### config.mk
export PLATFORM = sky130hd
export DESIGN_NAME = fpm_accumulator_flat
export DESIGN_NICKNAME = d
export VERILOG_FILES = /design/src/rtl/fpm_accumulator_if.sv /design/src/rtl/fpm_accumulator.sv /design/src/flat_wrapper.sv
export SDC_FILE = /design/constraint.sdc
export NUM_CORES = 1
export LEC_CHECK = 0
export BUFFER_PORTS_ARGS = -buffer_cell sky130_fd_sc_hd__buf_2
export CORE_MARGIN = 5
export CORE_UTILIZATION = 45
export DETAILED_ROUTE_END_ITERATION = 7
export PLACE_DENSITY = 0.58
export SLEW_MARGIN = 20
export SYNTH_ARGS = -nofsm -noshare
export SYNTH_HDL_FRONTEND = slang
export SYNTH_SLANG_ARGS = --single-unit
export TNS_END_PERCENT = 20
### constraint.sdc
create_clock -name clk -period 8.9 [get_ports clk]
set_input_delay 0.445 -clock clk [delete_from_list [all_inputs] [get_ports clk]]
set_output_delay 0.445 -clock clk [all_outputs]
set_load 0.1 [all_outputs]
### src/rtl/fpm_accumulator_if.sv
// Product input handshake and accumulator result bundle for fpm_accumulator.
// Optional flags[2:0] = {nan, overflow, inexact} when FPACC_FLAGS_EN is defined.
interface fpm_accumulator_if;
    logic        in_valid;
    logic        in_ready;
    logic [31:0] in_data;
    logic [31:0] acc_out;
    logic        out_valid;
    logic        busy;
`ifdef FPACC_FLAGS_EN
    logic [2:0]  flags;

    modport master (
        output in_valid, in_data,
        input  in_ready, acc_out, out_valid, busy, flags
    );
    modport slave (
        input  in_valid, in_data,
        output in_ready, acc_out, out_valid, busy, flags
    );
`else
    modport master (
        output in_valid, in_data,
        input  in_ready, acc_out, out_valid, busy
    );
    modport slave (
        input  in_valid, in_data,
        output in_ready, acc_out, out_valid, busy
    );
`endif
endinterface

### src/rtl/fpm_accumulator.sv
// FP32 running-sum accumulator: IDLE -> ALIGN -> ADD -> NORM -> ROUND, 4-cycle ops.
// Define FPACC_FLAGS_EN to add sticky {nan, overflow, inexact} flags.
module fpm_accumulator #(
    parameter logic [31:0] ACC_INIT = 32'h0000_0000
) (
    input  logic               clk,
    input  logic               rst_n,
    input  logic               clr,
    fpm_accumulator_if.slave   bus
);
    typedef enum logic [2:0] {IDLE, ALIGN, ADD, NORM, ROUND} state_t;

    state_t      state;
    state_t      state_nx;

    logic [31:0] acc_q;
    logic [31:0] prod_q;
    logic        out_valid_q;
    logic        spec_q;
    logic [31:0] sval_q;
    logic        sign_q;
    logic        sub_q;
    logic [9:0]  exp_q;
    logic [26:0] ma_q;
    logic [26:0] mb_q;
    logic [27:0] sum_q;
    logic [26:0] nm_q;
    logic        zero_q;

    assign bus.in_ready  = (state == IDLE);
    assign bus.busy      = (state != IDLE);
    assign bus.acc_out   = acc_q;
    assign bus.out_valid = out_valid_q;

    always_ff @(posedge clk or negedge rst_n) begin
        if (!rst_n) state <= IDLE;
        else        state <= state_nx;
    end

    always_comb begin
        state_nx = state;
        if (clr) begin
            state_nx = IDLE;
        end else begin
            unique case (state)
                IDLE:    if (bus.in_valid) state_nx = ALIGN;
                ALIGN:   state_nx = ADD;
                ADD:     state_nx = NORM;
                NORM:    state_nx = ROUND;
                ROUND:   state_nx = IDLE;
                default: state_nx = IDLE;
            endcase
        end
    end

    // Special operands bypass the datapath but still ride the pipeline.
    logic        a_nan, b_nan, a_inf, b_inf, a_zero, b_zero;
    logic        spec_c;
    logic [31:0] sval_c;

    always_comb begin
        a_nan  = (&acc_q[30:23]) && (|acc_q[22:0]);
        b_nan  = (&prod_q[30:23]) && (|prod_q[22:0]);
        a_inf  = (&acc_q[30:23]) && !(|acc_q[22:0]);
        b_inf  = (&prod_q[30:23]) && !(|prod_q[22:0]);
        a_zero = (acc_q[30:23] == 8'd0);
        b_zero = (prod_q[30:23] == 8'd0);
        spec_c = 1'b1;
        sval_c = 32'h7FC0_0000;
        if (a_nan || b_nan) begin
            sval_c = 32'h7FC0_0000;
        end else if (a_inf && b_inf && (acc_q[31] ^ prod_q[31])) begin
            sval_c = 32'h7FC0_0000;
        end else if (a_inf) begin
            sval_c = acc_q;
        end else if (b_inf) begin
            sval_c = prod_q;
        end else if (a_zero && b_zero) begin
            sval_c = {acc_q[31] & prod_q[31], 31'd0};
        end else if (a_zero) begin
            sval_c = prod_q;
        end else if (b_zero) begin
            sval_c = acc_q;
        end else begin
            spec_c = 1'b0;
        end
    end

    logic        a_big;
    logic [31:0] big;
    logic [30:0] sml;
    logic [7:0]  dexp;
    logic [26:0] m_big, m_sml, m_sh;

    always_comb begin
        a_big = (acc_q[30:0] >= prod_q[30:0]);
        big   = a_big ? acc_q : prod_q;
        sml   = a_big ? prod_q[30:0] : acc_q[30:0];
        dexp  = big[30:23] - sml[30:23];
        m_big = {1'b1, big[22:0], 3'b000};
        m_sml = {1'b1, sml[22:0], 3'b000};
        if (dexp >= 8'd27) begin
            m_sh = 27'd1;
        end else begin
            m_sh = (m_sml >> dexp)
                 | {26'd0, |(m_sml & ~(27'h7FF_FFFF << dexp))};
        end
    end

    logic [27:0] sum_c;
    assign sum_c = sub_q ? ({1'b0, ma_q} - {1'b0, mb_q})
                         : ({1'b0, ma_q} + {1'b0, mb_q});

    logic [4:0]  lz;
    logic        found;
    logic [26:0] nm_c;
    logic [9:0]  ne_c;
    logic        nz_c;

    always_comb begin
        lz    = 5'd0;
        found = 1'b0;
        for (int i = 26; i >= 0; i--) begin
            if (!found && sum_q[i]) begin
                lz    = 5'(26 - i);
                found = 1'b1;
            end
        end
    end

    always_comb begin
        nm_c = sum_q[26:0];
        ne_c = exp_q;
        nz_c = 1'b0;
        if (sum_q[27]) begin
            nm_c = {sum_q[27:2], sum_q[1] | sum_q[0]};
            ne_c = exp_q + 10'd1;
        end else if (sum_q[26:0] == 27'd0) begin
            nz_c = 1'b1;
        end else begin
            nm_c = sum_q[26:0] << lz;
            ne_c = exp_q - {5'd0, lz};
            if (ne_c[9] || ne_c == 10'd0) nz_c = 1'b1;
        end
    end

    logic        rnd_up;
    logic [24:0] mr;
    logic [9:0]  re;
    logic [22:0] frac;
    logic        ovf;
    logic [31:0] res_c;

    always_comb begin
        rnd_up = nm_q[2] & (nm_q[1] | nm_q[0] | nm_q[3]);
        mr     = {1'b0, nm_q[26:3]} + {24'd0, rnd_up};
        re     = exp_q + {9'd0, mr[24]};
        frac   = mr[24] ? mr[23:1] : mr[22:0];
        ovf    = (re >= 10'd255);
        if (spec_q)      res_c = sval_q;
        else if (zero_q) res_c = 32'h0000_0000;
        else if (ovf)    res_c = {sign_q, 8'hFF, 23'd0};
        else             res_c = {sign_q, re[7:0], frac};
    end

`ifdef FPACC_FLAGS_EN
    logic [2:0] flags_q;
    assign bus.flags = flags_q;
`endif

    always_ff @(posedge clk or negedge rst_n) begin
        if (!rst_n) begin
            acc_q       <= ACC_INIT;
            prod_q      <= 32'd0;
            out_valid_q <= 1'b0;
            spec_q      <= 1'b0;
            sval_q      <= 32'd0;
            sign_q      <= 1'b0;
            sub_q       <= 1'b0;
            exp_q       <= 10'd0;
            ma_q        <= 27'd0;
            mb_q        <= 27'd0;
            sum_q       <= 28'd0;
            nm_q        <= 27'd0;
            zero_q      <= 1'b0;
`ifdef FPACC_FLAGS_EN
            flags_q     <= 3'b000;
`endif
        end else if (clr) begin
            acc_q       <= ACC_INIT;
            out_valid_q <= 1'b0;
`ifdef FPACC_FLAGS_EN
            flags_q     <= 3'b000;
`endif
        end else begin
            out_valid_q <= 1'b0;
            unique case (state)
                IDLE: begin
                    if (bus.in_valid) prod_q <= bus.in_data;
                end
                ALIGN: begin
                    spec_q <= spec_c;
                    sval_q <= sval_c;
                    sign_q <= big[31];
                    sub_q  <= acc_q[31] ^ prod_q[31];
                    exp_q  <= {2'b00, big[30:23]};
                    ma_q   <= m_big;
                    mb_q   <= m_sh;
                end
                ADD: begin
                    sum_q <= sum_c;
                end
                NORM: begin
                    nm_q   <= nm_c;
                    exp_q  <= ne_c;
                    zero_q <= nz_c;
                end
                ROUND: begin
                    acc_q       <= res_c;
                    out_valid_q <= 1'b1;
`ifdef FPACC_FLAGS_EN
                    flags_q <= flags_q | {
                        spec_q && (sval_q == 32'h7FC0_0000),
                        !spec_q && !zero_q && ovf,
                        !spec_q && !zero_q && (|nm_q[2:0])
                    };
`endif
                end
                default: ;
            endcase
        end
    end
endmodule

### src/flat_wrapper.sv
// flat-port wrapper written by rule: the top's interface ports become plain ports
module fpm_accumulator_flat 
#(
    parameter logic [31:0] ACC_INIT = 32'h0000_0000
)
  (clk, rst_n, clr, bus_in_valid, bus_in_data, bus_in_ready, bus_acc_out, bus_out_valid, bus_busy);
  fpm_accumulator_if bus_i ();
  input  logic clk;
  input  logic rst_n;
  input  logic clr;
  input wire logic [$bits(bus_i.in_valid)-1:0] bus_in_valid;
  input wire logic [$bits(bus_i.in_data)-1:0] bus_in_data;
  output wire logic [$bits(bus_i.in_ready)-1:0] bus_in_ready;
  output wire logic [$bits(bus_i.acc_out)-1:0] bus_acc_out;
  output wire logic [$bits(bus_i.out_valid)-1:0] bus_out_valid;
  output wire logic [$bits(bus_i.busy)-1:0] bus_busy;
  assign bus_i.in_valid = bus_in_valid;
  assign bus_i.in_data = bus_in_data;
  assign bus_in_ready = bus_i.in_ready;
  assign bus_acc_out = bus_i.acc_out;
  assign bus_out_valid = bus_i.out_valid;
  assign bus_busy = bus_i.busy;
  fpm_accumulator #(.ACC_INIT(ACC_INIT)) u_core (.clk(clk), .rst_n(rst_n), .clr(clr), .bus(bus_i));
endmodule
==> results of run 1 <==
worst paths after layout:
kind	startpoint	endpoint	slack (ns)
worst max-delay path	u_core.prod_q[8]$_DFFE_PN0P_	u_core.mb_q[4]$_DFFE_PN0P_	2.30
worst min-delay path	bus_in_data[5]	u_core.prod_q[5]$_DFFE_PN0P_	0.10
worst max register to register	u_core.prod_q[8]$_DFFE_PN0P_	u_core.mb_q[4]$_DFFE_PN0P_	2.30
worst min register to register	u_core.sval_q[0]$_DFFE_PN0P_	u_core.sval_q[0]$_DFFE_PN0P_	0.48
max in group asynchronous	rst_n	u_core.sum_q[16]$_DFFE_PN0P_	7.12
min in group asynchronous	rst_n	u_core.bus.acc_out[29]$_DFFE_PN0P_	0.49
area by class of cell:
class | count | share of cell area (%)
multi-input cells | 1611 | 57.19
inverters | 117 | 2.284
clock buffers | 32 | 3.663
flip-flops and latches | 220 | 28.63
repair buffers | 100 | 3.266
well taps | 518 | 3.370
clock inverters | 17 | 1.601
routing by layer:
metal / wire length [microns] / vias to the layer above / part of all wire [%] / track usage [%]
li1: - / 7567 / - / -
met4: 1552 / 2 / 2.6 / 6.794
met2: 26070 / 621 / 43 / 40.92
met1: 28420 / 7747 / 47 / 40.96
met5: 13 / - / 0.021 / 0
met3: 4600 / 94 / 7.6 / 4.372
state kept, by name (all words and copies together), names as in the netlist, 3 cells and up:
| name | flops |
|---|---|
| u_core.bus.acc_out | 32 |
| u_core.prod_q | 32 |
| u_core.sval_q | 32 |
| u_core.sum_q | 28 |
| u_core.mb_q | 27 |
| u_core.nm_q | 27 |
| u_core.ma_q | 24 |
| u_core.exp_q | 10 |
| u_core.state | 3 |
critical path: stages (launching register included):
cell and delay (ns):
dfrtp_1 0.50, inv_1 0.07, ha_1 0.29, a21oi_1 0.13, o21ai_0 0.14, a2111oi_0 0.68, a21oi_1 0.30, nor3_4 0.67
buf_4 0.88, mux2i_2 0.51, nand3_1 0.16, a31oi_1 0.22, xor2_1 0.18, nand2b_1 0.56, or3_1 0.75, inv_1 0.09
a221o_1 0.31
per-stage QoR:
stage                     utilization [%]  power [mW]
after global routing                49.87       7.063
final                               49.87       6.632
after CTS                           49.71       6.582
after detailed placement            47.06       5.288
after floorplan                         -       4.233
after global placement              47.03       5.267
cell usage after synthesis, types with 41 or more instances:
master | instances | area [sq um]
nand2_1 | 258 | 968.4
dfrtp_1 | 220 | 5505
o21ai_0 | 189 | 945.9
mux2i_1 | 159 | 1592
nor2_1 | 145 | 544.3
a21oi_1 | 124 | 620.6
inv_1 | 112 | 420.4
clkbuf_1 | 105 | 394.1
ha_1 | 91 | 1139
nand3_1 | 46 | 230.2
mux2_2 | 45 | 506.7
a22oi_1 | 43 | 322.8
xnor2_1 | 41 | 359.1
cell families after synthesis:
logic type / count (synthesis) / share of synthesized area [%]
xor+xnor: 65 / 3.259
buf+inv: 261 / 6.045
fa+ha+maj: 93 / 6.747
mux: 212 / 12.95
simple gates: 637 / 16.76
compound gates: 604 / 22.72
flops: 220 / 31.52
report_power, final:
part	internal [mW]	leakage (nW)	switching (mW)	total, mW
sequential	1.30	2.80	0.498	1.80
clock	0.799	0.487	0.467	1.27
combinational	1.36	5.72	2.21	3.57
what timing repair did:
item | in CTS | in global routing
endpoints found under the hold margin | 86 | 0
resized for setup | 0 | 0
hold buffers | 1 | 0
setup endpoints to repair | 0 | 0
==> load_flow_metrics.sql, run 1 <==
INSERT INTO impl_metrics (metric_group, metric, value, unit) VALUES
('run_status', 'status', 'completed', ''),
('global_route', 'grt_first_pass_wirelength', '93560', 'microns'),
('critical_path', 'timing.critical_path.fanout_max', '65', ''),
('placement', 'gpl.final_weighted_congestion', '0.9603', ''),
('cts', 'clockRootBuffer', 'clkbuf_16', ''),
('drt', 'detailedRoute.firstIterationViolations', '1361', ''),
('placement', 'port_buffers', '70', ''),
('floorplanning', 'die_w', '207.0', 'microns'),
('sta', 'setup_viol_count_final', '0', ''),
('synth', 'async_flop_share', '100.0', '%'),
('min_path', 'min_path_cells', '2', ''),
('floorplanning', 'floorplan.die.height', '207.0', 'microns'),
('global_route', 'gr-total-overflow', '0', ''),
('final_layout', 'antennaDiodeCount', '0', ''),
('critical_path', 'crit_type', 'reg -> reg', ''),
('power', 'static-leakage-power', '9.005', 'nW'),
('critical_path', 'worst_setup_path_end_kind', 'flop', ''),
('cts', 'cts-htree-levels', '1', ''),
('drt', 'drt.antenna.violating_nets', '0', ''),
('floorplanning', 'io-pin-count', '71', ''),
('global_route', 'largest_net_degree_at_the_start_of_global_routing', '89', ''),
('final_layout', 'layout.cells.most_common_list', 'nand2_1 (258), dfrtp_1 (220), o21ai_0 (189)', ''),
('placement', 'preCtsSetupSlack', '2.387', 'ns'),
('placement', 'placed_cell_area', '18140', 'sq um'),
('critical_path', 'worst_ep_arrival_time', '7.05', 'ns'),
('power', 'max-vdd-ir-drop', '0.1838', 'mV'),
('synth', 'synth_edf_count', '0', ''),
('cts', 'insertion_delay', '0.58', 'ns'),
('sta', 'slew-limit-headroom', '27.89', '%'),
('final_layout', 'final_common_cell', 'nand2_1', ''),
('global_route', 'antenna_found_initial', '1', ''),
('synth', 'synth_seq_area_share', '31.52', '%'),
('drt', 'drt_pre_antenna_iters', '5', ''),
('floorplanning', 'core_region_area', '38560', 'sq um'),
('cts', 'cts_tree', 'built', ''),
('global_route', 'grt_pass1_vias', '15060', ''),
('synth', 'synthDistinctLibCells', '92', ''),
('floorplanning', 'initial_core_util', '45.30', '%'),
('synth', 'mappedNetlistNets', '2221', ''),
('drt', 'drcViolationCount', '0', ''),
('global_route', 'globalRouteTotalUtil', '27.20', '%'),
('drt', 'avgViaCountPerCell', '6.130', ''),
('critical_path', 'rr_worst_depth', '16', ''),
('final_layout', 'design_area', '19230', 'sq um'),
('drt', 'vias', '16030', ''),
('final_layout', 'finish.cell_count_without_fillers', '2615', ''),
('cts', 'ctsLongestPathBuffers', '3', ''),
('final_layout', 'final_layout_size_suffix_gt1_share', '11.59', '%'),
('sta', 'worst_slack', '2.299', 'ns'),
('sta', 'max_freq', '151.5', 'MHz'),
('placement', 'detailed_place_hpwl', '45480', 'microns'),
('sta', 'post-route-period-util', '74.17', '%'),
('critical_path', 'timing.critical_path.from_type', 'flop', ''),
('final_layout', 'syn_to_final_growth', '10.09', '%'),
('synth', 'avg_synthesized_cell_area', '8.350', 'sq um'),
('sta', 'hold_viol_final', '0', ''),
('sta', 'report.final.slew_viol_count', '0', ''),
('sta', 'fin_setup_tns', '0', 'ns'),
('final_layout', 'final.fill_count', '3798', ''),
('synth', 'synth.ff_latch_count', '220', ''),
('cts', 'cts-buffers-inserted', '27', ''),
('min_path', 'holdCritPathClass', 'in -> reg', ''),
('final_layout', 'fin_nets', '2206', ''),
('sta', 'timing.hold.ws', '0.1035', 'ns'),
('cts', 'clock_sink_count', '220', ''),
('sta', 'post-route-min-period', '6.601', 'ns'),
('drt', 'routed_wl', '60660', 'microns'),
('final_layout', 'multiInputGateArea', '11000', 'sq um'),
('synth', 'synth.cell_area', '17470', 'sq um'),
('floorplanning', 'die_area', '42860', 'sq um'),
('drt', 'detail_route.wl_per_cell', '23.20', 'microns'),
('sta', 'rsz_0062_raised_after_global_routing', 'false', ''),
('cts', 'clock_pin_slew_reported_for_the_worst_setup_and_hold_paths_after_clock_tree_synthesis', '0.06', 'ns'),
('run', 'cap_viol_max_count', '0', ''),
('power', 'power.density_cell_area', '344.9', 'nW/um^2'),
('floorplanning', 'rows', '72', ''),
('cts', 'cts.repair_timing.setup_buffer_count', '0', ''),
('placement', 'post-place-cells', '2563', ''),
('synth', 'netlist_instances', '2092', ''),
('critical_path', 'cp_data_required_time', '9.35', 'ns'),
('synth', 'synth_warnings', '0', ''),
('sta', 'fin_worst_skew', '0.02098', 'ns'),
('sta', 'tightest_slew', '1.081', 'ns'),
('final_layout', 'ff_latch_area', '5505', 'sq um'),
('synth', 'synth_flop_cell', 'dfrtp_1', '');
Note: power is estimated with default switching activity, not from simulation.
==> inputs of run 2 (changes only) <==
--- a/config.mk
+++ b/config.mk
@@ -9,7 +9,7 @@
 export CORE_MARGIN = 5
 export CORE_UTILIZATION = 45
 export DETAILED_ROUTE_END_ITERATION = 7
-export PLACE_DENSITY = 0.58
+export PLACE_DENSITY = 0.61
 export SLEW_MARGIN = 20
 export SYNTH_ARGS = -nofsm -noshare
 export SYNTH_HDL_FRONTEND = slang
==> constraint.sdc (replaced) <==
create_clock -name clk -period 5.3 [get_ports clk]
set_input_delay 0.265 -clock clk [delete_from_list [all_inputs] [get_ports clk]]
set_output_delay 0.265 -clock clk [all_outputs]
set_load 0.1 [all_outputs]
==> load_flow_metrics.sql, run 2 (synthesized netlist as in run 1, its figures left out) <==
INSERT INTO impl_metrics (metric_group, metric, value, unit) VALUES
('global_route', 'gr-total-overflow', '0', ''),
('floorplanning', 'floorplan.die.height', '207.0', 'microns'),
('cts', 'insertion_delay', '0.57', 'ns'),
('final_layout', 'fin_nets', '2285', ''),
('final_layout', 'final.fill_count', '3765', ''),
('sta', 'max_freq', '199.0', 'MHz'),
('critical_path', 'rr_worst_depth', '15', ''),
('critical_path', 'cp_data_required_time', '5.80', 'ns'),
('final_layout', 'multiInputGateArea', '10980', 'sq um'),
('drt', 'vias', '16460', ''),
('critical_path', 'worst_ep_arrival_time', '5.52', 'ns'),
('sta', 'post-route-period-util', '94.82', '%'),
('critical_path', 'worst_setup_path_end_kind', 'flop', ''),
('power', 'max-vdd-ir-drop', '0.3133', 'mV'),
('floorplanning', 'io-pin-count', '71', ''),
('drt', 'drt.antenna.violating_nets', '0', ''),
('drt', 'drt_pre_antenna_iters', '6', ''),
('final_layout', 'final_layout_size_suffix_gt1_share', '14.61', '%'),
('cts', 'clock_pin_slew_reported_for_the_worst_setup_and_hold_paths_after_clock_tree_synthesis', '0.06', 'ns'),
('sta', 'post-route-min-period', '5.025', 'ns'),
('placement', 'port_buffers', '70', ''),
('drt', 'drcViolationCount', '0', ''),
('cts', 'cts-buffers-inserted', '27', ''),
('run_status', 'status', 'completed', ''),
('power', 'static-leakage-power', '9.263', 'nW'),
('global_route', 'grt_pass1_vias', '15640', ''),
('drt', 'routed_wl', '62590', 'microns'),
('cts', 'clockRootBuffer', 'clkbuf_16', ''),
('power', 'power.density_cell_area', '558.0', 'nW/um^2'),
('min_path', 'holdCritPathClass', 'in -> async', ''),
('critical_path', 'worst_setup_path_startpoint', 'u_core.bus.acc_out[10]$_DFFE_PN0P_', ''),
('sta', 'hold_viol_final', '0', ''),
('global_route', 'largest_net_degree_at_the_start_of_global_routing', '117', ''),
('floorplanning', 'die_w', '207.0', 'microns'),
('global_route', 'antenna_found_initial', '2', ''),
('cts', 'ctsLongestPathBuffers', '3', ''),
('cts', 'cts-htree-levels', '1', ''),
('critical_path', 'timing.critical_path.fanout_max', '19', ''),
('sta', 'slew-limit-headroom', '24.66', '%'),
('run', 'cap_viol_max_count', '0', ''),
('final_layout', 'syn_to_final_growth', '13.46', '%'),
('final_layout', 'final_core_util', '51.40', '%'),
('critical_path', 'startpoint_of_the_most_critical_register_to_register_path', 'u_core.bus.acc_out[10]$_DFFE_PN0P_', ''),
('floorplanning', 'core_region_area', '38560', 'sq um'),
('cts', 'cts_tree', 'built', ''),
('sta', 'fin_setup_tns', '0', 'ns'),
('floorplanning', 'rows', '72', ''),
('sta', 'tightest_slew', '1.126', 'ns'),
('global_route', 'globalRouteTotalUtil', '27.96', '%'),
('drt', 'avgViaCountPerCell', '6.109', ''),
('critical_path', 'timing.reg2reg.setup_slack', '0.27', 'ns'),
('critical_path', 'reg_to_reg_endpoint', 'u_core.mb_q[24]$_DFFE_PN0P_', ''),
('placement', 'detailed_place_hpwl', '45810', 'microns'),
('drt', 'detail_route.wl_per_cell', '23.23', 'microns'),
('sta', 'rsz_0062_raised_after_global_routing', 'false', ''),
('final_layout', 'final_common_cell', 'nand2_1', ''),
('sta', 'fin_worst_skew', '0.02817', 'ns'),
('cts', 'clock_sink_count', '220', ''),
('final_layout', 'ff_latch_area', '5558', 'sq um'),
('sta', 'report.final.slew_viol_count', '0', ''),
('sta', 'setup_viol_count_final', '0', ''),
('global_route', 'grt_first_pass_wirelength', '96080', 'microns'),
('placement', 'gpl.final_weighted_congestion', '1.020', ''),
('critical_path', 'crit_type', 'reg -> reg', ''),
('final_layout', 'antennaDiodeCount', '0', ''),
('critical_path', 'timing.critical_path.from_type', 'flop', ''),
('final_layout', 'layout.cells.most_common_list', 'nand2_1 (258), dfrtp_1 (190), o21ai_0 (189)', ''),
('floorplanning', 'die_area', '42860', 'sq um'),
('drt', 'detailedRoute.firstIterationViolations', '1568', ''),
('floorplanning', 'initial_core_util', '45.30', '%');
-- run 2: cell count changes in the layout (fill, tap and decap cells not counted), moves of 2 or more --
cell	change
dfrtp_4	+6
bufinv_16	-6
clkinv_4	+4
dlygate4sd3_1	+34
dfrtp_2	+24
buf_16	-2
clkbuf_8	+3
nor2_1	+2
dfrtp_1	-30
buf_4	+45
-- run 2: worst max-delay path by stage --
stage | cells after the start | endpoint
2_1_floorplan | 24 | u_core.mb_q[0]$_DFFE_PN0P_
6_report | 15 | u_core.mb_q[24]$_DFFE_PN0P_
3_5_place_dp | 17 | u_core.mb_q[4]$_DFFE_PN0P_
3_3_place_gp | 17 | u_core.mb_q[4]$_DFFE_PN0P_
5_1_grt | 17 | u_core.mb_q[24]$_DFFE_PN0P_
4_1_cts | 17 | u_core.mb_q[4]$_DFFE_PN0P_
-- run 2: metrics by stage --
stage	cell area, sq um	instances	hold WS [ns]	total power, mW	setup WS, ns
2_1_floorplan	17520	2092	-0.03059	7.110	0.03531
3_3_place_gp	18550	2610	0.3757	8.992	0.06567
3_5_place_dp	18550	2610	0.3819	9.016	0.01839
4_1_cts	19810	2694	0.3663	10.98	0.007667
5_1_grt	19820	2694	0.4058	11.78	0.06769
6_report	19820	2694	0.3101	11.06	0.2747
-- run 2: metal layers --
metal | vias to the layer above | GRT usage, % | wire (microns)
li1 | 7707 | - | -
met1 | 7944 | 40.11 | 27880
met2 | 671 | 41.42 | 26800
met3 | 132 | 5.946 | 5297
met4 | 4 | 10.88 | 2588
met5 | - | 0 | 27
-- run 2: critical path, cell delays in order (launching register included) --
cell       delay [ns]
dfrtp_4          0.52
ha_1             0.34
a21oi_1          0.15
o21ai_0          0.12
a2111oi_1        0.60
a21oi_1          0.25
nor3_4           0.24
buf_4            0.32
mux2i_2          0.46
nand3_1          0.17
a31oi_1          0.23
xor2_1           0.09
nand2b_1         0.29
or3_2            0.78
nor2_4           0.24
a22o_1           0.15
-- run 2: what timing repair did --
action,4_1_cts,5_1_grt
gates resized for setup,0,3
endpoints found under the hold margin,138,0
setup buffers,0,0
endpoints found under the setup margin,0,25
hold buffers,35,0
-- run 2: final cells by class --
| class | instances | area share (%) |
|---|---|---|
| tap | 518 | 3.270 |
| clock buffer | 34 | 3.744 |
| clock inverter | 15 | 0.8396 |
| multi-input combinational | 1611 | 55.42 |
| sequential | 220 | 28.04 |
| inverter | 117 | 2.216 |
| timing repair buffer | 179 | 6.471 |
-- run 2: power breakdown --
part           internal (mW)  switching, mW  total (mW)
Sequential              2.18          0.747        2.93
Clock                   1.10          0.802        1.90
Combinational           2.41           3.82        6.23
Total                   5.69           5.37        11.1
